File: config.mk
export PLATFORM = sky130hd
export DESIGN_NAME = rc4_phase_sequencer_flat
export DESIGN_NICKNAME = d
export VERILOG_FILES = /design/src/rtl/rc4_phase_sequencer_if.sv /design/src/rtl/rc4_phase_sequencer.sv /design/src/flat_wrapper.sv
export SDC_FILE = /design/constraint.sdc
export NUM_CORES = 1
export LEC_CHECK = 0
export CAP_MARGIN = 20
export CORE_ASPECT_RATIO = 1.4
export CORE_MARGIN = 4
export CORE_UTILIZATION = 40
export CTS_CLUSTER_SIZE = 30
export DETAILED_ROUTE_END_ITERATION = 8
export PLACE_DENSITY = 0.8
export SYNTH_ARGS = -nofsm -noshare
export SYNTH_HDL_FRONTEND = slang
export SYNTH_SLANG_ARGS = --single-unit
File: constraint.sdc
create_clock -name clk -period 5.3 [get_ports clk]
set_input_delay 1.325 -clock clk [delete_from_list [all_inputs] [get_ports clk]]
set_output_delay 1.325 -clock clk [all_outputs]
set_load 0.005 [all_outputs]
File: src/rtl/rc4_phase_sequencer_if.sv
// Client handshakes and shared S-memory port of the RC4 phase sequencer.
// The sequencer is the master; the three clients and the memory sit on the slave side.
interface rc4_phase_sequencer_if #(
    parameter int ADDR_W = 8,
    parameter int DATA_W = 8
);
    logic              init_start;
    logic              shuf_start;
    logic              dec_start;
    logic              init_fin;
    logic              shuf_fin;
    logic              dec_fin;
    logic [ADDR_W-1:0] init_addr;
    logic [ADDR_W-1:0] shuf_addr;
    logic [ADDR_W-1:0] dec_addr;
    logic [DATA_W-1:0] init_data;
    logic [DATA_W-1:0] shuf_data;
    logic [DATA_W-1:0] dec_data;
    logic              init_wren;
    logic              shuf_wren;
    logic              dec_wren;
    logic [ADDR_W-1:0] mem_addr;
    logic [DATA_W-1:0] mem_data;
    logic              mem_wren;

    modport master (
        output init_start, shuf_start, dec_start,
        input  init_fin, shuf_fin, dec_fin,
        input  init_addr, shuf_addr, dec_addr,
        input  init_data, shuf_data, dec_data,
        input  init_wren, shuf_wren, dec_wren,
        output mem_addr, mem_data, mem_wren
    );

    modport slave (
        input  init_start, shuf_start, dec_start,
        output init_fin, shuf_fin, dec_fin,
        output init_addr, shuf_addr, dec_addr,
        output init_data, shuf_data, dec_data,
        output init_wren, shuf_wren, dec_wren,
        input  mem_addr, mem_data, mem_wren
    );
endinterface

File: src/rtl/rc4_phase_sequencer.sv
// Sequences S-init, N shuffle iterations and decrypt over one shared S port,
// owns the shuffle index i / key index and watchdogs every client handshake.
module rc4_phase_sequencer #(
    parameter int ADDR_W  = 8,
    parameter int DATA_W  = 8,
    parameter int N       = 256,
    parameter int KEY_LEN = 3,
    parameter int TIMEOUT = 1023
) (
    input  logic                  clk,
    input  logic                  reset_n,
    input  logic                  start,
    output logic                  busy,
    output logic                  done,
    output logic                  err,
    output logic [ADDR_W-1:0]     iter_i,
    output logic [1:0]            key_idx,
    rc4_phase_sequencer_if.master bus
);

    localparam int WD_W = $clog2(TIMEOUT + 1);

    localparam logic [3:0] S_IDLE      = 4'd0;
    localparam logic [3:0] S_INIT_GO   = 4'd1;
    localparam logic [3:0] S_INIT_WAIT = 4'd2;
    localparam logic [3:0] S_SHUF_GO   = 4'd3;
    localparam logic [3:0] S_SHUF_WAIT = 4'd4;
    localparam logic [3:0] S_SHUF_NEXT = 4'd5;
    localparam logic [3:0] S_DEC_GO    = 4'd6;
    localparam logic [3:0] S_DEC_WAIT  = 4'd7;
    localparam logic [3:0] S_DONE      = 4'd8;
    localparam logic [3:0] S_ERROR     = 4'd9;

    localparam logic [ADDR_W-1:0] LAST_I  = ADDR_W'(N - 1);
    localparam logic [1:0]        LAST_K  = 2'(KEY_LEN - 1);
    localparam logic [WD_W-1:0]   WD_LAST = WD_W'(TIMEOUT - 1);

    logic [3:0]        state_q, state_d;
    logic [ADDR_W-1:0] iter_q, iter_d;
    logic [1:0]        key_q, key_d;
    logic [WD_W-1:0]   wd_q, wd_d;

    logic              fin_sel;
    logic [3:0]        fin_nxt;
    logic [ADDR_W-1:0] addr_mux;
    logic [DATA_W-1:0] data_mux;
    logic              wren_mux;

    always_comb begin
        fin_sel = 1'b0;
        fin_nxt = S_IDLE;
        case (state_q)
            S_INIT_WAIT: begin fin_sel = bus.init_fin; fin_nxt = S_SHUF_GO;   end
            S_SHUF_WAIT: begin fin_sel = bus.shuf_fin; fin_nxt = S_SHUF_NEXT; end
            S_DEC_WAIT:  begin fin_sel = bus.dec_fin;  fin_nxt = S_DONE;      end
            default: ;
        endcase
    end

    always_comb begin
        state_d = state_q;
        iter_d  = iter_q;
        key_d   = key_q;
        wd_d    = wd_q;
        case (state_q)
            S_IDLE, S_ERROR: begin
                if (start) begin
                    state_d = S_INIT_GO;
                    iter_d  = '0;
                    key_d   = '0;
                    wd_d    = '0;
                end
            end
            S_INIT_GO: begin state_d = S_INIT_WAIT; wd_d = '0; end
            S_SHUF_GO: begin state_d = S_SHUF_WAIT; wd_d = '0; end
            S_DEC_GO:  begin state_d = S_DEC_WAIT;  wd_d = '0; end
            S_INIT_WAIT, S_SHUF_WAIT, S_DEC_WAIT: begin
                // The edge on which the count would reach TIMEOUT is the ERROR edge.
                if (fin_sel) begin
                    state_d = fin_nxt;
                end else begin
                    wd_d = wd_q + WD_W'(1);
                    if (wd_q == WD_LAST) state_d = S_ERROR;
                end
            end
            S_SHUF_NEXT: begin
                if (iter_q == LAST_I) begin
                    state_d = S_DEC_GO;
                end else begin
                    iter_d  = iter_q + ADDR_W'(1);
                    key_d   = (key_q == LAST_K) ? 2'd0 : key_q + 2'd1;
                    state_d = S_SHUF_GO;
                end
            end
            S_DONE:  state_d = S_IDLE;
            default: state_d = S_IDLE;
        endcase
    end

    always_ff @(posedge clk or negedge reset_n) begin
        if (!reset_n) begin
            state_q <= S_IDLE;
            iter_q  <= '0;
            key_q   <= '0;
            wd_q    <= '0;
        end else begin
            state_q <= state_d;
            iter_q  <= iter_d;
            key_q   <= key_d;
            wd_q    <= wd_d;
        end
    end

    // S port follows the owning client combinationally; no owner drives zeros.
    always_comb begin
        addr_mux = '0;
        data_mux = '0;
        wren_mux = 1'b0;
        case (state_q)
            S_INIT_GO, S_INIT_WAIT: begin
                addr_mux = bus.init_addr;
                data_mux = bus.init_data;
                wren_mux = bus.init_wren;
            end
            S_SHUF_GO, S_SHUF_WAIT, S_SHUF_NEXT: begin
                addr_mux = bus.shuf_addr;
                data_mux = bus.shuf_data;
                wren_mux = bus.shuf_wren;
            end
            S_DEC_GO, S_DEC_WAIT: begin
                addr_mux = bus.dec_addr;
                data_mux = bus.dec_data;
                wren_mux = bus.dec_wren;
            end
            default: ;
        endcase
    end

    assign bus.mem_addr   = addr_mux;
    assign bus.mem_data   = data_mux;
    assign bus.mem_wren   = wren_mux;
    assign bus.init_start = (state_q == S_INIT_GO);
    assign bus.shuf_start = (state_q == S_SHUF_GO);
    assign bus.dec_start  = (state_q == S_DEC_GO);

    assign busy    = (state_q != S_IDLE) && (state_q != S_ERROR);
    assign done    = (state_q == S_DONE);
    assign err     = (state_q == S_ERROR);
    assign iter_i  = iter_q;
    assign key_idx = key_q;

endmodule
File: src/flat_wrapper.sv
// flat-port wrapper written by rule: the top's interface ports become plain ports
module rc4_phase_sequencer_flat 
#(
    parameter int ADDR_W  = 8,
    parameter int DATA_W  = 8,
    parameter int N       = 256,
    parameter int KEY_LEN = 3,
    parameter int TIMEOUT = 1023
)
  (clk, reset_n, start, busy, done, err, iter_i, key_idx, bus_init_start, bus_shuf_start, bus_dec_start, bus_init_fin, bus_shuf_fin, bus_dec_fin, bus_init_addr, bus_shuf_addr, bus_dec_addr, bus_init_data, bus_shuf_data, bus_dec_data, bus_init_wren, bus_shuf_wren, bus_dec_wren, bus_mem_addr, bus_mem_data, bus_mem_wren);
  rc4_phase_sequencer_if #(.ADDR_W(ADDR_W), .DATA_W(DATA_W)) bus_i ();
  input  logic clk;
  input  logic reset_n;
  input  logic start;
  output logic busy;
  output logic done;
  output logic err;
  output logic [ADDR_W-1:0] iter_i;
  output logic [1:0] key_idx;
  output wire logic [$bits(bus_i.init_start)-1:0] bus_init_start;
  output wire logic [$bits(bus_i.shuf_start)-1:0] bus_shuf_start;
  output wire logic [$bits(bus_i.dec_start)-1:0] bus_dec_start;
  input wire logic [$bits(bus_i.init_fin)-1:0] bus_init_fin;
  input wire logic [$bits(bus_i.shuf_fin)-1:0] bus_shuf_fin;
  input wire logic [$bits(bus_i.dec_fin)-1:0] bus_dec_fin;
  input wire logic [$bits(bus_i.init_addr)-1:0] bus_init_addr;
  input wire logic [$bits(bus_i.shuf_addr)-1:0] bus_shuf_addr;
  input wire logic [$bits(bus_i.dec_addr)-1:0] bus_dec_addr;
  input wire logic [$bits(bus_i.init_data)-1:0] bus_init_data;
  input wire logic [$bits(bus_i.shuf_data)-1:0] bus_shuf_data;
  input wire logic [$bits(bus_i.dec_data)-1:0] bus_dec_data;
  input wire logic [$bits(bus_i.init_wren)-1:0] bus_init_wren;
  input wire logic [$bits(bus_i.shuf_wren)-1:0] bus_shuf_wren;
  input wire logic [$bits(bus_i.dec_wren)-1:0] bus_dec_wren;
  output wire logic [$bits(bus_i.mem_addr)-1:0] bus_mem_addr;
  output wire logic [$bits(bus_i.mem_data)-1:0] bus_mem_data;
  output wire logic [$bits(bus_i.mem_wren)-1:0] bus_mem_wren;
  assign bus_init_start = bus_i.init_start;
  assign bus_shuf_start = bus_i.shuf_start;
  assign bus_dec_start = bus_i.dec_start;
  assign bus_i.init_fin = bus_init_fin;
  assign bus_i.shuf_fin = bus_shuf_fin;
  assign bus_i.dec_fin = bus_dec_fin;
  assign bus_i.init_addr = bus_init_addr;
  assign bus_i.shuf_addr = bus_shuf_addr;
  assign bus_i.dec_addr = bus_dec_addr;
  assign bus_i.init_data = bus_init_data;
  assign bus_i.shuf_data = bus_shuf_data;
  assign bus_i.dec_data = bus_dec_data;
  assign bus_i.init_wren = bus_init_wren;
  assign bus_i.shuf_wren = bus_shuf_wren;
  assign bus_i.dec_wren = bus_dec_wren;
  assign bus_mem_addr = bus_i.mem_addr;
  assign bus_mem_data = bus_i.mem_data;
  assign bus_mem_wren = bus_i.mem_wren;
  rc4_phase_sequencer #(.ADDR_W(ADDR_W), .DATA_W(DATA_W), .N(N), .KEY_LEN(KEY_LEN), .TIMEOUT(TIMEOUT)) u_core (.clk(clk), .reset_n(reset_n), .start(start), .busy(busy), .done(done), .err(err), .iter_i(iter_i), .key_idx(key_idx), .bus(bus_i));
endmodule
### Yosys cells after proc, flatten, opt, wreduce, memory -nomap -nowiden

Cells that the tools add are included.

| operators by class | value |
|---|---|
| $add $sub $neg | 3 |
| multiply operators | 0 |
| divide/modulo/power cells | 0 |
| order comparisons | 0 |
| eq/ne operators | 17 |
| shifts and indexed selects | 0 |
| mux-type cells | 20 |
| bitwise operators | 0 |
| reduce and logical (&&, ||, !) cells | 14 |

Operators with widths:

| operator | count |
|---|---|
| case mux 8 bit (3 select lines) | 2 |
| case mux 10 bit (3 select lines) | 1 |
| case mux 4 bit (6 select lines) | 1 |
| two-way mux 10 bit | 2 |
| equality test 4 x 3 -> 1 bit, second input constant | 4 |
| two-way mux 8 bit | 2 |
| case mux 8 bit (2 select lines) | 1 |
| two-way mux 4 bit | 3 |
| case mux 4 bit (3 select lines) | 1 |
| adder 10 x 1 -> 10 bit, second input constant | 1 |
| equality test 10 bit, second input constant | 1 |
| OR reduction 3 bit | 3 |
| adder 8 x 1 -> 8 bit, second input constant | 1 |
| equality test 4 x 2 -> 1 bit, second input constant | 2 |
| equality test 4 bit, second input constant | 2 |
| equality test 8 bit, second input constant | 1 |
| two-way mux 2 bit | 3 |
| != test 2 bit, second input constant | 3 |
| case mux 1 bit (3 select lines) | 2 |
| AND reduction 3 bit | 2 |
| OR reduction 2 bit | 3 |
| equality test 4 x 1 -> 1 bit, second input constant | 1 |
| zero test 4 bit | 1 |
| != test 4 bit, second input constant | 1 |
| 10 further kinds | 10 |

| storage, ports and cells | value |
|---|---|
| register bits | 24 |
| latch bits | 0 |
| RAM bits | 0 |
| ROM bits | 0 |
| logic and storage cells | 58 |
| memories | 0 |

### Logic depth before layout (Yosys ltp)

Gate-level depths: netlist of the first run.

| logic depth | value |
|---|---|
| word-level depth | 4 |
| depth in mapped cells | 8 |

### Worst setup path before layout of the first run

No wires, ideal clock.

| timing path | value |
|---|---|
| kind | reg2out |
| from | register u_core.state_q[0] |
| to | output bus_mem_addr[0] |
| data arrival time | 1708 ps |
| path slack | 2267 ps |
| stages on the path, launching flop included | 8 |
| path buffers | 3 |
| path through | dfrtp_1 > buf_2 > buf_1 > nand3_1 > a21oi_1 > clkbuf_1 > a222oi_1 > inv_1 |

| on the way | value |
|---|---|
| cells in the longest elaborated chain, start to end | 3 |

Ends and longest elaborated chain:

| element | RTL line | source |
|---|---|---|
| from (decl) | rc4_phase_sequencer.sv:38 | `logic [3:0] state_q, state_d;` |
| from (signal assigned) | rc4_phase_sequencer.sv:107 | `state_q <= state_d;` |
| equality test 4 x 2 -> 1 bit (tied with other cells) | rc4_phase_sequencer.sv:119 | `case (state_q)` |
| OR reduction 3 bit or OR reduction 2 bit (tied branches) | rc4_phase_sequencer.sv:119 |  |
| case mux 8 bit (3 select lines) * | rc4_phase_sequencer.sv:119 |  |
| to (decl) | flat_wrapper.sv:35 | `output wire logic [$bits(bus_i.mem_addr)-1:0] bus_mem_addr;` |

Mark *: on every way between the ends. The rest lies on a longest branch, timed or not.

### Worst setup path in the final report of the first run

| timing path | value |
|---|---|
| from | input bus_dec_addr[0] |
| to | output bus_mem_addr[0] |

| on the way | value |
|---|---|
| cells in the longest elaborated chain, start to end | 1 |

Ends and longest elaborated chain:

| element | RTL line | source |
|---|---|---|
| from (decl) | flat_wrapper.sv:28 | `input wire logic [$bits(bus_i.dec_addr)-1:0] bus_dec_addr;` |
| case mux 8 bit (3 select lines) | rc4_phase_sequencer.sv:119 |  |

Every way passes these cells.

==> results of run 1 <==
==> layer usage <==
| metal | up-vias | GRT usage | wire [um] |
|---|---|---|---|
| met3 | 6 | 0.0258 | 212 |
| met2 | 48 | 0.346 | 3070 |
| met4 | 0 | 0.0481 | 76 |
| li1 | 981 | - | - |
| met1 | 916 | 0.257 | 2340 |
| met5 | - | 0 | 0 |
==> final cells by class <==
cell class / count / area [um2]
fillers: 375 / 1510
multi-input cells: 158 / 1010
repair buffers: 92 / 933
flip-flops and latches: 24 / 601
inverters: 22 / 82.6
well taps: 60 / 75.1
clock buffers: 4 / 55.1
==> logic make-up (layout without fill, tap and decap cells) <==
group | after synthesis | in the layout | share of synthesized area
multiplexers | 1 | 1 | 0.00632
XOR/XNOR | 6 | 6 | 0.0295
adder cells (fa/ha/maj) | 3 | 3 | 0.0211
flip-flops | 24 | 24 | 0.337
AND/OR/NAND/NOR | 76 | 76 | 0.230
buffers and inverters | 37 | 118 | 0.0940
AO/OA/AOI/OAI | 72 | 72 | 0.282
==> sequential cells by signal (all words and copies together), names as in the netlist <==
name / cells
u_core.wd_q: 10
u_core.key_idx: 2
u_core.iter_i: 8
u_core.state_q: 4
==> worst min path at each step <==
stage                               endpoint  slack (ns)
6_report       u_core.key_idx[1]$_DFFE_PN0P_        0.55
5_1_grt        u_core.key_idx[1]$_DFFE_PN0P_        0.57
4_1_cts        u_core.key_idx[1]$_DFFE_PN0P_        0.55
3_5_place_dp   u_core.key_idx[1]$_DFFE_PN0P_        0.53
3_3_place_gp   u_core.key_idx[1]$_DFFE_PN0P_        0.52
2_1_floorplan     u_core.wd_q[1]$_DFFE_PN0P_        0.51
==> cells in the final DEF (no fill, tap or decap), drive strengths merged, types with 7 or more instances in the layout <==
cell type,count
o21ai,18
inv,22
dfrtp,24
and3,7
nor2,14
a222oi,17
clkdlybuf4s50,89
or3,8
a21oi,19
nand2,11
nand3,9
==> through the flow <==
step / setup WS [ns] / hold WS (ns) / cells / power, uW / utilization
floorplan: 2.27 / 0.514 / 219 / 738 / -
global placement: 1.31 / 0.516 / 355 / 1100 / 0.627
detailed placement: 1.31 / 0.531 / 355 / 1110 / 0.627
CTS: 1.30 / 0.550 / 359 / 1230 / 0.640
global route: 1.22 / 0.573 / 360 / 1340 / 0.646
finish: 1.30 / 0.546 / 360 / 1240 / 0.646
==> power by group through the flow <==
| stage | clock, uW | combinational, uW | sequential [uW] |
|---|---|---|---|
| finish | 123 | 815 | 298 |
| CTS | 124 | 815 | 295 |
| global placement | 0 | 802 | 297 |
| detailed placement | 0 | 812 | 299 |
| floorplan | 0 | 494 | 243 |
| global route | 135 | 901 | 309 |
==> worst max-delay path: stages <==
cell and delay, ns:
clkdlybuf4s50_1 0.40, a222oi_1 0.39, inv_1 0.10, clkdlybuf4s50_1 0.46
==> results.md, run 1 <==
* Run status: finished, final reports clean
* Main synth FF type: dfrtp_1
* DRT iter0 DRCs at 207
* Top cell type's share of synthesized area at 0.337
* Count of inserted antenna diode cells at 0
* Die Span Y at 87.0 um
* Power Dens Cells at roughly 450 mW/mm2
* Worst relative slew slack at 0.359
* Setup Crit Path Kind: input port to primary output
* Final hold violations at 0
* Reg-to-reg critical path startpoint: u_core.state_q[3]$_DFFE_PN0P_
* Worst EP required at 3.97 ns
* ANT nets after route at 0
* Area grow syn2layout at 54.9%
* GRT Total Usage at 0.198
* Share of power burned in registers at 0.241
* Nets at 361
* Crit path arrival time at 2.67 ns
* Register bit total from synthesis at 24
* Clock root buffer master: clkbuf_8
* Most frequent cell after synthesis: dfrtp_1
* Post-cts resize count at 0
* Slew Limit Fails at 0
* Final WL at 5.69 mm
* Largest cells by area after synthesis: dfrtp_1 34%, a222oi_1 9.5%, a21oi_1 5.3%, inv_1 4.6%, o21ai_1 3.1%
* DRC viols at 0
* Lkg Pwr at about 0.0012 uW
* Initial antenna violation count at 0
* Clock Skews at roughly 0.0066 ns
* Worst-Margin Slew at 0.962 ns
* Hold path cells at 1
* Setup Viol. Count Final at 0
* Clock Latency Late Sink at 0.26 ns
* Seq/Total Area, Yosys at 0.337
* Crit path to: bus_mem_addr[0]
* Vias in the first global route at approximately 1,900
* Crit path launch type: input port
* Internal power at 723 uW
* Max H-tree Level at 1
* I/O Buffers at 89
* Die area at 0.00560 mm2
* Via-to-Cell Ratio at 5.42
* DP Area at 0.00268 mm2
* Share of cells above drive strength 1 at 0.0333
* I/O pin cnt at 90
* Detailed-placement wirelength estimate at 4.41 mm
* EDFF count, synth at 0
* Avg Cell Area, Syn at roughly 8.1 um2
* Largest net degree at the start of global routing at 25
* Clk pwr share at 0.100
* Core area at 0.00427 mm2
* CTS max path bufs at 2
* Avg WL per Cell at approximately 16 um
* Worst reg-to-reg path cell count at 5
* Final Cycle Share at 0.754
* Crit path max fanout at 1
* Commonest cells post-synth: 24 x dfrtp_1, 22 x inv_1, 19 x a21oi_1
* Worst Setup SP: bus_dec_addr[0]
* Initial core utilization at 0.417
* Core Rows at 28
* Post-Synthesis Cells at around 220
* Async set-reset flop share out of synthesis at 1.00
* Max-cap violations at 0
* Min-delay src: u_core.key_idx[0]$_DFFE_PN0P_
* First-pass GRT wire length at between 8 and 9 mm
* CP Capture Type: primary output
* Drt first pass iters at 7
* Via Count at 1,951
* Gr ovfl total at 0
* VDD IR max at 0.000279 V
* Setup_tns at 0 ns
* Post-CTS setup buffer count at 0
* Cts bufs inserted at 3
* HP Class: register to register
* GPL Wtd Cong at between 0.8 and 0.9
* Net count after synthesis at 279
* Die width at between 60 and 70 um
* Psw at 513 uW
* Clock transition at the registers of the reported paths at 0.08 ns
* Cell Area, Synth at between 0.0015 and 0.002 mm2
* Reg2Reg Setup Slack at 2.80 ns
* CTS tree: built
* Yosys top cell by area: dfrtp_1
* Post-CTS Hold Fix Bufs at 0
* Combinational power share at 0.659
* R2R Path End: u_core.wd_q[5]$_DFFE_PN0P_
* Switching portion of total power at 0.415
* Synth Warn # at 0
* Distinct cells, synth at between 40 and 50
* Fin area at around 0.0028 mm2
* RSZ-0062 raised after global routing: false
* # clock sinks at 24
* Tmin final at 4.00 ns
* Fmax at 250 MHz
Note: power is estimated with default switching activity, not from simulation.
==> run 2: changes to the inputs <==
clock period = 4.1 ns   (was 5.3 ns; I/O delays follow)
==> run 2 against run 1 <==
- count of clock-buffer cells in the layout decreased by 1
- clock skew shrank 0.0040 ns
- sequential share of layout area decreased by 0.36 points
- worst hold slack worse by 0.0076 ns
- die area unchanged
- critical path depth grew 2
- cell count increased by 1.1%
- combinational power increased by 36%
- setup slack got worse by 1.0 ns
- non-clock buffer count rose by 4
- wire length grew 2.0%
- critical endpoint is now bus_mem_data[4]
==> results.md, run 2 (synthesized netlist as in run 1, its figures left out) <==
* Worst Path Buf+Inv at 3 (unchanged)
* VDD IR max at 0.000385 V (+38%)
* CP Cell Sequence: nand2b_1 -> a21oi_1 -> buf_4 -> a222oi_1 -> inv_1 -> clkdlybuf4s50_1
* Most frequent cells in the layout: 89 x clkdlybuf4s50_1, 24 x dfrtp_1, 22 x inv_1
* # clock sinks at 24 (unchanged)
* Worst hold path endpoint: u_core.key_idx[1]$_DFFE_PN0P_
* Die area at 0.00560 mm2 (unchanged)
* Post-CTS setup buffer count at 0 (unchanged)
* Crit path max fanout at 17 (+16)
* CTS tree: built
* Crit path launch type: register
* Crit path arrival time at 2.77 ns (+0.10 ns)
* Final worst slack at 0.305 ns (-0.999 ns)
* Tmin final at 3.80 ns
* Lkg Pwr at 0.00118 uW (+2.3%)
* DRT iter0 DRCs at 231 (+12%)
* Initial core utilization at 0.417 (unchanged)
* Share of cells above drive strength 1 at 0.0461 (+0.0127)
* Worst EP required at 3.07 ns (-0.90 ns)
* ANT nets after route at 0 (unchanged)
* Fill count at 375 (unchanged)
* Cts bufs inserted at 3 (unchanged)
* Clock root buffer master: clkbuf_8
* R2R Path End: u_core.wd_q[5]$_DFFE_PN0P_
* Slowest cell on crit path: a21oi_1
* Post-CTS Hold Fix Bufs at 0 (unchanged)
* CP Capture Type: primary output
* Post-cts resize count at 0 (unchanged)
* Setup WS pre-CTS at 0.627 ns (-0.679 ns)
* Core Rows at 28 (unchanged)
* Max H-tree Level at 1 (unchanged)
* Core area at 0.00427 mm2 (unchanged)
* Drt first pass iters at 7 (unchanged)
* Clock Latency Late Sink at 0.27 ns (about the same)
* GPL Wtd Cong at 0.853 (+1.2%)
* RSZ-0062 raised after global routing: false
* Setup Crit Path Kind: register to primary output
* Worst Setup SP: u_core.state_q[1]$_DFFE_PN0P_
* Area grow syn2layout at 57.5%
* Clock transition at the registers of the reported paths at 0.09 ns (about the same)
* Largest net degree at the start of global routing at 19 (-24%)
* I/O pin cnt at 90 (unchanged)
* Power Dens Cells at 596 mW/mm2 (+33%)
* Worst relative slew slack at 0.374 (+0.0158)
* Detailed-placement wirelength estimate at 4.63 mm (+4.8%)
* Gr ovfl total at 0 (unchanged)
* Top cell family by delay on the critical path: buffers and inverters
* Initial antenna violation count at 0 (unchanged)
* Reg2Reg Setup Slack at 1.70 ns (-1.10 ns)
* HP Class: register to register
* Nets at 365 (+1.1%)
* Clock Skews at 0.00263 ns (-0.00402 ns)
* Largest Register: u_core.wd_q
* Hold path cells at 1 (unchanged)
* Levels on crit path at 6 (+2)
* Avg WL per Cell at 16.0 um (+0.92%)
* Via-to-Cell Ratio at 5.52 (+1.8%)
* Commonest non-fill, non-tap cell in the layout: clkdlybuf4s50_1
* Vias in the first global route at 1,902 (+0.11%)
* Die width at 64.4 um (unchanged)
* Reg-to-reg critical path startpoint: u_core.state_q[1]$_DFFE_PN0P_
* Count of inserted antenna diode cells at 0 (unchanged)
* Die Span Y at 87.0 um (unchanged)
* Final Cycle Share at 0.926
* Number of flip-flops in the largest register at 10 (unchanged)
* I/O Buffers at 89 (unchanged)
* Run status: finished, final reports clean
* Via Count at 2,009 (+3.0%)
* CTS max path bufs at 2 (unchanged)
* Slew Limit Fails at 0 (unchanged)
* Final hold violations at 0 (unchanged)
* Fmax at 264 MHz
* DRC viols at 0 (unchanged)
* Setup_tns at 0 ns (unchanged)
* First-pass GRT wire length at 9.15 mm (+1.8%)
* Min-delay src: u_core.key_idx[0]$_DFFE_PN0P_
* Max-cap violations at 0 (unchanged)
* GRT Total Usage at 0.202 (+0.00383)
* Worst reg-to-reg path cell count at 5 (unchanged)
* Final WL at 5.81 mm (+2.0%)
* Slowest stage delay, CP at 0.73 ns (+0.27 ns)
* Setup Viol. Count Final at 0 (unchanged)
* Worst-Margin Slew at 0.938 ns (-0.0237 ns)
## run 2: layout make-up
class	instances	area, um2	area share
Clock buffer	3	41.3	0.0147
Sequential cell	24	601	0.214
Multi-Input combinational cell	158	1010	0.361
Tap cell	60	75.1	0.0267
Timing Repair Buffer	96	963	0.343
Clock inverter	1	30.0	0.0107
Inverter	22	82.6	0.0294
## run 2: per-stage QoR
stage,hold WS (ns),std cells,total power [uW],util,cell area (um2)
detailed placement,0.521,360,1460,0.640,2740
floorplan,0.514,219,954,-,1780
CTS,0.544,364,1680,0.657,2810
global route,0.571,364,1800,0.657,2810
global placement,0.512,359,1440,0.634,2710
finish,0.538,364,1670,0.657,2810
## run 2: layer usage
layer / vias up / track usage / wire length [um]
met5: - / 0 / 0
met4: 0 / 0.0519 / 60
met3: 4 / 0.0155 / 219
met2: 55 / 0.358 / 3120
met1: 961 / 0.263 / 2410
li1: 989 / - / -
## run 2: how the worst max path moves through the flow
stage / endpoint / slack [ns]
5_1_grt: bus_mem_data[4] / 0.13
6_report: bus_mem_data[4] / 0.30
3_3_place_gp: bus_mem_addr[0] / 0.67
2_1_floorplan: bus_mem_addr[0] / 1.37
4_1_cts: bus_mem_data[7] / 0.32
3_5_place_dp: bus_mem_data[7] / 0.63
## run 2: worst register-to-register path: stages (launching register included)
cell and delay (ns):
dfrtp_1 0.56, and3b_1 0.49, a32o_1 0.32, or2_1 0.34, or4_1 0.54, nand2_1 0.08
## run 2: where the power goes
part,switching (uW),total [uW],internal (uW)
logic,525,1110,589
clock network,80.8,211,131
registers,66.5,348,281
==> run 3: changes to the inputs <==
ABC_AREA = 1   (was not set)
PLACE_DENSITY = 0.78   (was 0.8)
clock period = 4.06 ns   (was 4.1 ns; I/O delays follow)
==> run 3 against run 2 <==
- worst hold slack worse by 0.0026 ns
- synthesized area is 8.0% higher
- combinational power is 6% lower
- critical path type unchanged
- critical path depth is 1 higher
- global-route usage is 1.3 points lower
==> results.md, run 3 <==
* Run status: finished, final reports clean
* Detailed-placement wirelength estimate at 4.55 mm (-1.8%)
* Setup Crit Path Kind: register to primary output
* Worst relative slew slack at 0.510 (+0.136)
* Post-cts resize count at 0 (unchanged)
* Top cell type's share of synthesized area at 0.312 (-0.0250)
* Clock Latency Late Sink at 0.26 ns (about the same)
* Die area at 0.00600 mm2 (+7.1%)
* GR Layer Usage met3 at 0.0486 (+0.0331)
* Clock root buffer master: clkbuf_8
* GRT busiest layer: met2
* CP Capture Type: primary output
* Initial antenna violation count at 0 (unchanged)
* Commonest non-fill, non-tap cell in the layout: nand2_1
* Distinct cells, synth at 29 (-31%)
* Design Power at 1540 uW (-7.8%)
* Clk pwr share at 0.105 (-0.021)
* Largest net degree at the start of global routing at 25 (+6)
* GRT Total Usage at 0.188 (-0.0135)
* # placed instances at 442 (+23%)
* Drt first pass iters at 4 (-3)
* Avg Cell Area, Syn at 6.46 um2 (-21%)
* Avg WL per Cell at 13.0 um (-19%)
* GPL Wtd Cong at 0.873 (+2.3%)
* Switching portion of total power at 0.460 (+0.0579)
* Cts bufs inserted at 3 (unchanged)
* Net count after synthesis at 358 (+28%)
* Cell Area, Synth at 0.00193 mm2 (+8.0%)
* Core area at 0.00461 mm2 (+7.8%)
* GR Util met1 at 0.222 (-0.0407)
* Register area at 601 um2 (unchanged)
* Vias in the first global route at 2,205 (+16%)
* Lkg Pwr at 0.00140 uW (+19%)
* Slew Limit Fails at 0 (unchanged)
* Tmin final at between 3 and 4 ns
* Initial core utilization at 0.418 (+0.000711)
* Power Dens Cells at 526 mW/mm2 (-12%)
* Die Span Y at 90.1 um (+3.6%)
* Register bit total from synthesis at 24 (unchanged)
* Most frequent cell after synthesis: nand2_1
* Final Cycle Share at 0.833
* Met2 Resource Use GR at 0.319 (-0.0394)
* Crit path arrival time at 2.37 ns (-0.40 ns)
* Async set-reset flop share out of synthesis at 1.00 (unchanged)
* Yosys top cell by area: dfrtp_1
* Combinational power share at 0.675 (+0.009)
* Count of inserted antenna diode cells at 0 (unchanged)
* DRC viols at 0 (unchanged)
* Die width at 66.6 um (+3.4%)
* VDD IR max at 0.000305 V (-21%)
* I/O Buffers at 89 (unchanged)
* Finished Layout Cells at 447 (+23%)
* Post-CTS Hold Fix Bufs at 0 (unchanged)
* I/O pin cnt at 90 (unchanged)
* Synth Warn # at 0 (unchanged)
* Most frequent cells in the layout: 105 x nand2_1, 89 x clkdlybuf4s50_1, 53 x nand3_1
* RSZ-0062 raised after global routing: false
* Post-CTS setup buffer count at 0 (unchanged)
* CTS tree: built
* Setup_tns at 0 ns (unchanged)
* Clock transition at the registers of the reported paths at 0.08 ns (about the same)
* CTS max path bufs at 2 (unchanged)
* Nets at 446 (+22%)
* Clock Skews at 0.00131 ns (-0.00132 ns)
* Largest cells by area after synthesis: dfrtp_1 31%, nand2_1 20%, nand3_1 14%, inv_1 5.5%, nor2_1 4.5%
* Internal power at 834 uW (-17%)
* EDFF count, synth at 0 (unchanged)
* Worst-Margin Slew at 0.734 ns (-0.204 ns)
* Share of cells above drive strength 1 at 0.0675 (+0.0215)
* Commonest cells post-synth: 105 x nand2_1, 53 x nand3_1, 28 x inv_1
* Crit path launch type: register
* DRT iter0 DRCs at 85 (-63%)
* Final WL at 5.81 mm (about the same)
* Number of flip-flops in the largest register at 10 (unchanged)
* Fill count at 428 (+14%)
* Worst EP required at 3.04 ns (-0.03 ns)
* HP Class: register to register
* Gr ovfl total at 0 (unchanged)
* Final hold violations at 0 (unchanged)
* Max-cap violations at 0 (unchanged)
* DP Area at 0.00285 mm2 (+4.2%)
* Post-Synthesis Cells at 298 (+36%)
* Crit path max fanout at 17 (unchanged)
* Share of power burned in registers at 0.220 (+0.012)
* Fin area at 0.00293 mm2 (+4.5%)
* Main synth FF type: dfrtp_1
* # clock sinks at 24 (unchanged)
* Area grow syn2layout at 52.3%
* Via-to-Cell Ratio at 5.00 (-9.4%)
* Largest Register: u_core.wd_q
* ANT nets after route at 0 (unchanged)
* First-pass GRT wire length at 9.25 mm (+1.1%)
* Reg2Reg Setup Slack at 1.99 ns (+0.29 ns)
* Multi-input logic area at 0.00116 mm2 (+15%)
* Psw at 710 uW (+5.5%)
* Core Rows at 29 (+3.6%)
* Via Count at 2,236 (+11%)
* Fmax at 296 MHz
* Setup Viol. Count Final at 0 (unchanged)
* Seq/Total Area, Yosys at 0.312 (-0.0250)
* Max H-tree Level at 1 (unchanged)
[run 3: cell count changes in the layout (fill, tap and decap cells not counted), moves of 7 or more]
cell	delta
or3_1	-8
o21ai_1	-10
a222oi_1	-17
xor2_1	+9
and3_1	-7
nand2_1	+94
a21oi_1	-18
nor2_1	+9
nand3_1	+44
[run 3: power by group through the flow]
| stage | Clock [uW] | Sequential, uW | Combinational, uW |
|---|---|---|---|
| after floorplan | 0 | 317 | 610 |
| after global placement | 0 | 341 | 1030 |
| after detailed placement | 0 | 343 | 1040 |
| after CTS | 167 | 338 | 1040 |
| after global routing | 177 | 347 | 1160 |
| final | 162 | 339 | 1040 |
[run 3: area by class of cell]
type,count,share of cell area
Timing Repair Buffer,91,0.316
Clock buffer,4,0.0188
Multi-Input combinational cell,237,0.397
Inverter,29,0.0371
Tap cell,62,0.0265
Sequential cell,24,0.205
[run 3: worst max-delay path, cell delays in order, from the launching register on]
cell and delay [ns]:
dfrtp_1 0.65, inv_1 0.12, nor2_1 0.17, nand2_1 0.14
nand2_2 0.30, nand2_1 0.11, nand3_1 0.10, clkdlybuf4s50_1 0.50
[run 3: path summary, 6_finish.rpt]
path | start | to | depth (start not counted)
setup / recovery | u_core.state_q[1]$_DFFE_PN0P_ | bus_mem_data[7] | 7
max in group asynchronous | reset_n | u_core.state_q[3]$_DFFE_PN0P_ | 2
hold / removal | u_core.key_idx[1]$_DFFE_PN0P_ | u_core.key_idx[1]$_DFFE_PN0P_ | 2
hold reg to reg | u_core.key_idx[1]$_DFFE_PN0P_ | u_core.key_idx[1]$_DFFE_PN0P_ | 2
setup reg to reg | u_core.state_q[1]$_DFFE_PN0P_ | u_core.wd_q[2]$_DFFE_PN0P_ | 7
min in group asynchronous | reset_n | u_core.key_idx[1]$_DFFE_PN0P_ | 1
[run 3: kinds of logic (layout without fill, tap and decap cells)]
family,count (synthesis),after routing,share of synthesized area
AOI/OAI and AO/OA,21,21,0.0637
xor gates and xnor gates,10,10,0.0455
and+or+nand+nor,203,203,0.476
adders and majority gates,3,3,0.0195
DFF,24,24,0.312
buffers and inverters,37,124,0.0832
[run 3: layer usage]
metal,part of all wire,wire [um]
met4,0.0086,50
met5,0,0
met2,0.47,2710
met3,0.12,698
met1,0.40,2340
[run 3: stage by stage]
| step | worst slack [ns] | hold slack (ns) | utilization |
|---|---|---|---|
| CTS | 0.668 | 0.536 | 0.630 |
| global placement | 0.861 | 0.506 | 0.619 |
| finish | 0.679 | 0.535 | 0.636 |
| detailed placement | 0.835 | 0.514 | 0.619 |
| global route | 0.450 | 0.568 | 0.636 |
| floorplan | 1.77 | 0.507 | - |
